<file path="src/rtl/spectro_pkg.sv">
// Shared definitions for the spectrogram channel readout sequencer.
package spectro_pkg;

  typedef enum logic [1:0] {
    IDLE  = 2'd0,
    SCAN  = 2'd1,
    FLUSH = 2'd2
  } scan_state_e;

  localparam int NUM_CH_DEF   = 16;
  localparam int SLOT_LEN_DEF = 12;

endpackage

</file>
<file path="src/rtl/ch_next_finder.sv">
// Finds the next enabled channel strictly above the current index, or the
// lowest enabled channel when first_mode is set.
module ch_next_finder #(
  parameter int NUM_CH = 16,
  parameter int CH_W   = $clog2(NUM_CH)
) (
  input  logic [NUM_CH-1:0] mask,
  input  logic [CH_W-1:0]   cur,
  input  logic              first_mode,
  output logic [CH_W-1:0]   nxt,
  output logic              found
);

  // Descending scan so the lowest qualifying bit is the one that sticks.
  always_comb begin
    nxt   = '0;
    found = 1'b0;
    for (int i = NUM_CH - 1; i >= 0; i--) begin
      if (mask[i] && (first_mode || (i > int'(cur)))) begin
        nxt   = CH_W'(i);
        found = 1'b1;
      end
    end
  end

endmodule

</file>
<file path="src/rtl/channel_scan_sequencer.sv">
// Trigger-driven channel scan: walks enabled channels one SLOT_LEN slot each,
// then emits a one-cycle end-of-frame pulse.
module channel_scan_sequencer
  import spectro_pkg::*;
#(
  parameter int NUM_CH   = NUM_CH_DEF,
  parameter int SLOT_LEN = SLOT_LEN_DEF,
  parameter int FRAME_W  = 8,
  localparam int CH_W    = $clog2(NUM_CH),
  localparam int CNT_W   = $clog2(SLOT_LEN)
) (
  input  logic               clk,
  input  logic               reset,
  input  logic               ovf,
  input  logic [NUM_CH-1:0]  ch_mask,
  input  logic               clr_ovr,
  output logic [CH_W-1:0]    selection,
  output logic               sl_out,
  output logic [CNT_W-1:0]   slot_cnt,
  output logic               rst_out,
  output logic               busy,
  output logic               overrun,
  output logic [FRAME_W-1:0] frame_cnt
);

  localparam logic [1:0] ST_IDLE  = IDLE;
  localparam logic [1:0] ST_SCAN  = SCAN;
  localparam logic [1:0] ST_FLUSH = FLUSH;
  localparam logic [CNT_W-1:0] SLOT_LAST = CNT_W'(SLOT_LEN - 1);

  logic [1:0]         state_q;
  logic [NUM_CH-1:0]  mask_q;
  logic [CH_W-1:0]    sel_q;
  logic [CNT_W-1:0]   slot_q;
  logic [FRAME_W-1:0] frame_q;
  logic               ovr_q;

  logic               in_idle;
  logic               in_scan;
  logic               in_flush;
  logic [NUM_CH-1:0]  find_mask;
  logic [CH_W-1:0]    find_nxt;
  logic               find_found;

  assign in_idle  = (state_q == ST_IDLE);
  assign in_scan  = (state_q == ST_SCAN);
  assign in_flush = (state_q == ST_FLUSH);

  // In IDLE the finder looks at the live mask to pick the first channel.
  assign find_mask = in_idle ? ch_mask : mask_q;

  ch_next_finder #(
    .NUM_CH (NUM_CH),
    .CH_W   (CH_W)
  ) u_finder (
    .mask       (find_mask),
    .cur        (sel_q),
    .first_mode (in_idle),
    .nxt        (find_nxt),
    .found      (find_found)
  );

  always_ff @(posedge clk or posedge reset) begin
    if (reset) begin
      state_q <= ST_IDLE;
      mask_q  <= '0;
      sel_q   <= '0;
      slot_q  <= '0;
      frame_q <= '0;
      ovr_q   <= 1'b0;
    end else begin
      if ((in_scan || in_flush) && ovf) begin
        ovr_q <= 1'b1;
      end else if (clr_ovr) begin
        ovr_q <= 1'b0;
      end

      case (state_q)
        ST_IDLE: begin
          if (ovf && (ch_mask != '0)) begin
            mask_q  <= ch_mask;
            sel_q   <= find_nxt;
            slot_q  <= '0;
            state_q <= ST_SCAN;
          end
        end
        ST_SCAN: begin
          if (slot_q == SLOT_LAST) begin
            slot_q <= '0;
            if (find_found) begin
              sel_q <= find_nxt;
            end else begin
              sel_q   <= '0;
              state_q <= ST_FLUSH;
            end
          end else begin
            slot_q <= slot_q + CNT_W'(1);
          end
        end
        ST_FLUSH: begin
          frame_q <= frame_q + FRAME_W'(1);
          state_q <= ST_IDLE;
        end
        default: begin
          sel_q   <= '0;
          slot_q  <= '0;
          state_q <= ST_IDLE;
        end
      endcase
    end
  end

  // Outputs are decoded from registered state only; anything but SCAN looks idle.
  assign selection = in_scan ? sel_q : '0;
  assign slot_cnt  = in_scan ? slot_q : '0;
  assign sl_out    = in_scan && (slot_q == '0);
  assign rst_out   = in_flush;
  assign busy      = in_scan || in_flush;
  assign overrun   = ovr_q;
  assign frame_cnt = frame_q;

endmodule
</file>
<file path="config.mk">
export PLATFORM = sky130hd
export DESIGN_NAME = channel_scan_sequencer
export DESIGN_NICKNAME = d
export VERILOG_FILES = /design/src/rtl/spectro_pkg.sv /design/src/rtl/ch_next_finder.sv /design/src/rtl/channel_scan_sequencer.sv
export SDC_FILE = /design/constraint.sdc
export NUM_CORES = 1
export LEC_CHECK = 0
export ABC_CLOCK_PERIOD_IN_PS = 3000
export CORE_ASPECT_RATIO = 1.25
export CORE_UTILIZATION = 52
export CTS_CLUSTER_SIZE = 28
export DETAILED_ROUTE_END_ITERATION = 6
export PLACE_DENSITY = 0.8
export SLEW_MARGIN = 20
export SYNTH_ARGS = -nofsm -noshare
export SYNTH_HDL_FRONTEND = slang
export SYNTH_SLANG_ARGS = --single-unit
</file>
<file path="constraint.sdc">
create_clock -name clk -period 3 [get_ports clk]
set_input_delay 0.3 -clock clk [delete_from_list [all_inputs] [get_ports clk]]
set_output_delay 0.3 -clock clk [all_outputs]
set_load 0.1 [all_outputs]
</file>
* Yosys cells after proc, flatten, opt, wreduce, memory -nomap -nowiden
Cells that the tools add are included.
** Cells by class
- Equality and inequality tests :: 6
- Mux-type cells :: 48
- Bitwise gates (word level) :: 1
- $add $sub $neg :: 2
- Order comparisons :: 15
- Reduce and logical (&&, ||, !) cells :: 43
** Operators with widths (count)
- $mux 4 :: 23
- $gt 4x4->1 const A :: 8
- $pmux 4 s3 :: 2
- $logic_and 1x1->1 :: 19
- $mux 1 :: 18
- $gt 3x4->1 const A :: 4
- $logic_or 1x1->1 :: 16
- $mux 16 :: 1
- $reduce_bool 16->1 :: 1
- $add 8x1->8 const B :: 1
- $gt 2x4->1 const A :: 2
- $mux 2 :: 3
- $reduce_and 3->1 :: 2
- $add 4x1->4 const B :: 1
- $eq 4x4->1 const B :: 1
- $gt 1x4->1 const A :: 1
- $logic_not 4->1 :: 1
- $ne 2x1->1 const B :: 2
- $pmux 2 s2 :: 1
- $reduce_and 2->1 :: 2
- $eq 2x1->1 const B :: 1
- $eq 2x2->1 const B :: 1
- $logic_not 2->1 :: 1
- $ne 2x2->1 const B :: 1
- other kinds (2) :: 2
** Storage, ports and cells
- Output and inout bits :: 20
- Input bits :: 20
- Register bits :: 35
- Word-level logic and storage cells :: 121

* Longest topological paths before layout
Gate-level depths: netlist of run 1.
- Depth in word-level cells :: 22
- Gate-level depth with buffers :: 10
- Depth with buffers taken out :: 8

* Hierarchy
From an unflattened synthesis of run 1, not the netlist that was laid out.
** Second synthesis, totals
- Cells, all modules :: 235
- Area, all modules :: 2393.5 µm²
** Modules (own cells, without submodules)
- channel_scan_sequencer :: cells each 153, times used 1, area an instance 1875.5 µm², sequential area each 875.8 µm²
- ch_next_finder :: cells each 82, times used 1, area an instance 518.0 µm², sequential area each 0.0 µm²

* Worst setup path after synthesis of run 1
No wires, ideal clock.
- Path kind :: register to output
- Start point :: reg state_q[1]
- End point :: out slot_cnt[0]
- Arrival :: 2.083 ns
- Path slack :: 0.617 ns
- Required time :: 2.700 ns
- Path buffers :: 0
- Stages on the path, launching flop included :: 5
- Cell sequence :: dfrtp_1 -> inv_1 -> ha_1 -> inv_1 -> nor2_1
** Between the ends
- Cells in the longest elaborated chain, start to end :: 2
** Ends and longest elaborated chain
- from (decl) :: line channel_scan_sequencer.sv:31 : logic [1:0] state_q;
- from (signal assigned) :: line channel_scan_sequencer.sv:65 : state_q <= ST_IDLE;
- from (signal assigned) :: line channel_scan_sequencer.sv:84 : state_q <= ST_SCAN;
- from (signal assigned) :: line channel_scan_sequencer.sv:94 : state_q <= ST_FLUSH;
- $eq 2x1->1 :: line channel_scan_sequencer.sv:46 : assign in_scan = (state_q == ST_SCAN);
- $mux 4 :: line channel_scan_sequencer.sv:115 : assign slot_cnt = in_scan ? slot_q : '0;
- to (decl) :: line channel_scan_sequencer.sv:19 : output logic [CNT_W-1:0] slot_cnt,
Every way passes these cells.

* Worst setup path in the final report of run 1
- Start point :: reg state_q[1]
- End point :: reg state_q[1]
** Between the ends
- Cells in the longest elaborated chain, start to end :: 21
- Elaborated cells between the ends (all ways) :: 55
- Classes of those cells :: eq/ne (4); mux (18); reduce/logical (33)
** Ends and longest elaborated chain
- $logic_not 2->1 :: line channel_scan_sequencer.sv:45, channel_scan_sequencer.sv:78
- $mux 16 / $logic_or 1x1->1 (equally long branches) :: line channel_scan_sequencer.sv:50, ch_next_finder.sv:19
- $logic_and 1x1->1 :: line ch_next_finder.sv:19 : if (mask[i] && (first_mode || (i > int'(cur)))) begin
- $mux 1 (16 in series) :: line ch_next_finder.sv:19
- $ne 2x2->1 (no source line)
- $reduce_and 3->1 (no source line)
Parallel ways exist; a longest one is shown, timed or not.
A chain may end at the register's enable or synchronous reset.

==> results of run 1 <==
metrics by stage:
stage,utilization [%],area (µm²)
after floorplan,-,2130
after global placement,64.1,2460
after detailed placement,64.1,2460
after CTS,66.9,2570
after global routing,66.9,2570
final,66.9,2570
worst reg2reg max path: cells and delay by family, from the launching register on:
kind            cells  cell delay (ns)
buf+inv             2             0.41
fa+ha+maj           1             0.49
simple gates        2             0.22
flops               1             0.39
mux                 1             0.13
compound gates      3             0.96
how the worst max path moves through the flow:
stage / start / endpoint / cells past startpoint / slack [ns]
final: state_q[1] / state_q[1] / 9 / 0.27
after global placement: state_q[0] / state_q[1] / 9 / 0.43
after detailed placement: state_q[0] / state_q[1] / 9 / 0.33
after global routing: state_q[0] / state_q[0] / 9 / 0.10
after floorplan: state_q[1] / slot_cnt[0] / 4 / 0.62
after CTS: state_q[1] / state_q[1] / 9 / 0.29
cell type report:
cell class | count | share of cell area, %
well taps | 54 | 2.62
inverters | 9 | 1.31
multi-input cells | 160 | 44.3
repair buffers | 43 | 14.5
clock buffers | 8 | 4.28
flip-flops and latches | 34 | 33.0
registers in the layout (all words and copies together) (netlist names):
| signal | cells |
|---|---|
| sel_q | 4 |
| slot_q | 4 |
| overrun | 1 |
| frame_cnt | 8 |
| state_q | 2 |
| mask_q | 15 |
cell usage in the layout, fill, tap and decap left out, types with 2 or more instances in the layout:
cell             count
a211o_1              2
a21boi_0             2
a21o_1               2
a21oi_1              7
a22o_1               2
a22oi_1              4
a31oi_1              5
a32o_1               2
a32oi_1              3
and2_0               2
and2_1               6
and3_1               3
buf_4               23
clkbuf_8             8
clkdlybuf4s50_1     20
dfrtp_1             34
ha_1                 6
inv_1                9
mux2_2              15
nand2_1             16
nand2b_1             3
nand3_1              8
nand4_1              8
nor2_1              11
nor2b_1              2
nor3_1               4
nor4_1               2
o211ai_1             4
o21ai_0             11
o31ai_1              3
xnor2_1              6
cell families after synthesis:
family	count (synthesis)
compound gates	57
xor+xnor	7
fa+ha+maj	6
buf+inv	19
flops	34
mux	16
simple gates	74
routing by layer:
layer  share of wire [%]  wire, µm  vias up  GRT usage, %
met5                   0         0        -             0
met4                 2.0        95        0          9.52
met3                 5.4       262       12          4.23
met2                  52      2510       67          42.9
met1                  41      1970      911          30.8
li1                    -         -      872             -
==> reports/metrics.csv, run 1 <==
metric,value,unit
clock-sinks,34,
report.final.slew_viol_count,0,
synthArstFlopShare,100,%
syn_inst,213,
reg2reg_slack,0.27,ns
synth_compound_area_share,19.6,%
cts_tree,yes,
synthDominantCellAreaShare,40.0,%
hp-class,in -> async,
multi_input_area,0.00114,mm²
yosysMostFrequentCell,dfrtp_1,
dieArea,0.00435,mm²
whs,0.401,ns
rsz0062_at_grt,no,
relSlewSlack,35.2,%
clock.fmax,367,MHz
synth-xor-area-share,2.88,%
syn_area_per_cell,9.99,µm²
yosys_warnings,0,
worstPathCellList,"inv_1, ha_1, buf_4, nor3b_1, a21oi_1, nand4_1, o41a_1, a211o_1, mux2i_1",
n_fill_cell,317,
grt_start_max_net_pins,35,
fin_ws,0.274,ns
clkLatencyLatePin,0.28,ns
cts_root_buffer,clkbuf_8,
drv_cap,0,
initial_core_util,55.3,%
crit_fanout,15,
crit_arrival,2.88,ns
dp_slack,0.325,ns
synth_fp_nets,239,
dr.pass1.iters,4,
drive_gt1_share,22.0,%
synth-seq-cells,34,
outcome,"finished, final reports clean",
synth-edff-count,0,
post-route-drc-count,0,
yosys.area_share.simple,19.1,%
required,3.16,ns
synth.area.mux_share,8.41,%
regArea,851,µm²
setup_viol,0,
critPathCaptureType,register,
worst_pin_slew,0.969,ns
hold_viol,0,
cts_setup_buffers,0,
drtAntennaViolNets,0,
die_x,59.2,µm
r2r-end,state_q[1],
die_h,73.5,µm
area_growth_syn_to_layout,21.1,%
final-instance-count-excl-fill,308,
wire_per_inst,15.7,µm
finClkSkew,0.00491,ns
cpPeakStageDelay,0.49,ns
finalNetCount,279,
hold_buffers,0,
crit_type,reg -> reg,
fin_crit,2.73,ns
dr.first_iter.drc_count,94,
wl,4.85,mm
critPathTopFamily,compound AO/OA/AOI/OAI gates,
ctsLongestPathBuffers,2,
gp_congestion,0.932,
post_cts_resize_count,0,
synth.area.top_cells,"dfrtp_1, mux2_2, ha_1, nand2_1, o21ai_0",
synth_top_family_by_area,compound AO/OA/AOI/OAI gates,
setup_tns,0,ns
r2r_start,state_q[1],
synth_common_cells,"dfrtp_1, nand2_1, mux2_2, nor2_1, o21ai_0",
ys.flop_type,dfrtp_1,
cts_buffers,5,
cp_slowest_cell,ha_1,
fin_crit_sh,90.9,%
r2r_cells,9,
synth_fa_ha_area_share,3.53,%
clk_pin_slew_worst_paths,0.07,ns
syn_area,0.00213,mm²
core-area,0.00385,mm²
grt_pass1_wl,8.13,mm
dp_cells,300,
io_buffer_count,39,
antenna_found_initial,0,
crit_path_start_kind,register,
yosysUniqueCellTypes,54,
rows,25,
drt-vias-per-instance,6.05,
ioPinCount,40,
seq_area_frac_synth,40.0,%
synth_top_area_cell,dfrtp_1,
worst-path-buf-inv,2,
grt-ovfl-total,0,
dp_hpwl,3.57,mm
grt_pass1_vias,1743,
cts_max_level,2,
n_antenna_cell,0,
grt.total_usage,25.0,%
vias,1862,
Power of run 1 is not shown: default switching activity piles up to over one toggle a cycle in this logic, so the estimate is an artifact.
==> inputs of run 2 (changes only) <==
--- a/config.mk
+++ b/config.mk
@@ -11,6 +11,7 @@
 export CTS_CLUSTER_SIZE = 28
 export DETAILED_ROUTE_END_ITERATION = 6
 export PLACE_DENSITY = 0.8
+export SKIP_LAST_GASP = 1
 export SLEW_MARGIN = 20
 export SYNTH_ARGS = -nofsm -noshare
 export SYNTH_HDL_FRONTEND = slang
==> results of run 2 <==
Final layout, timing and power as in run 1 (identical DEF).
Power of run 2 is left out for the same reason.
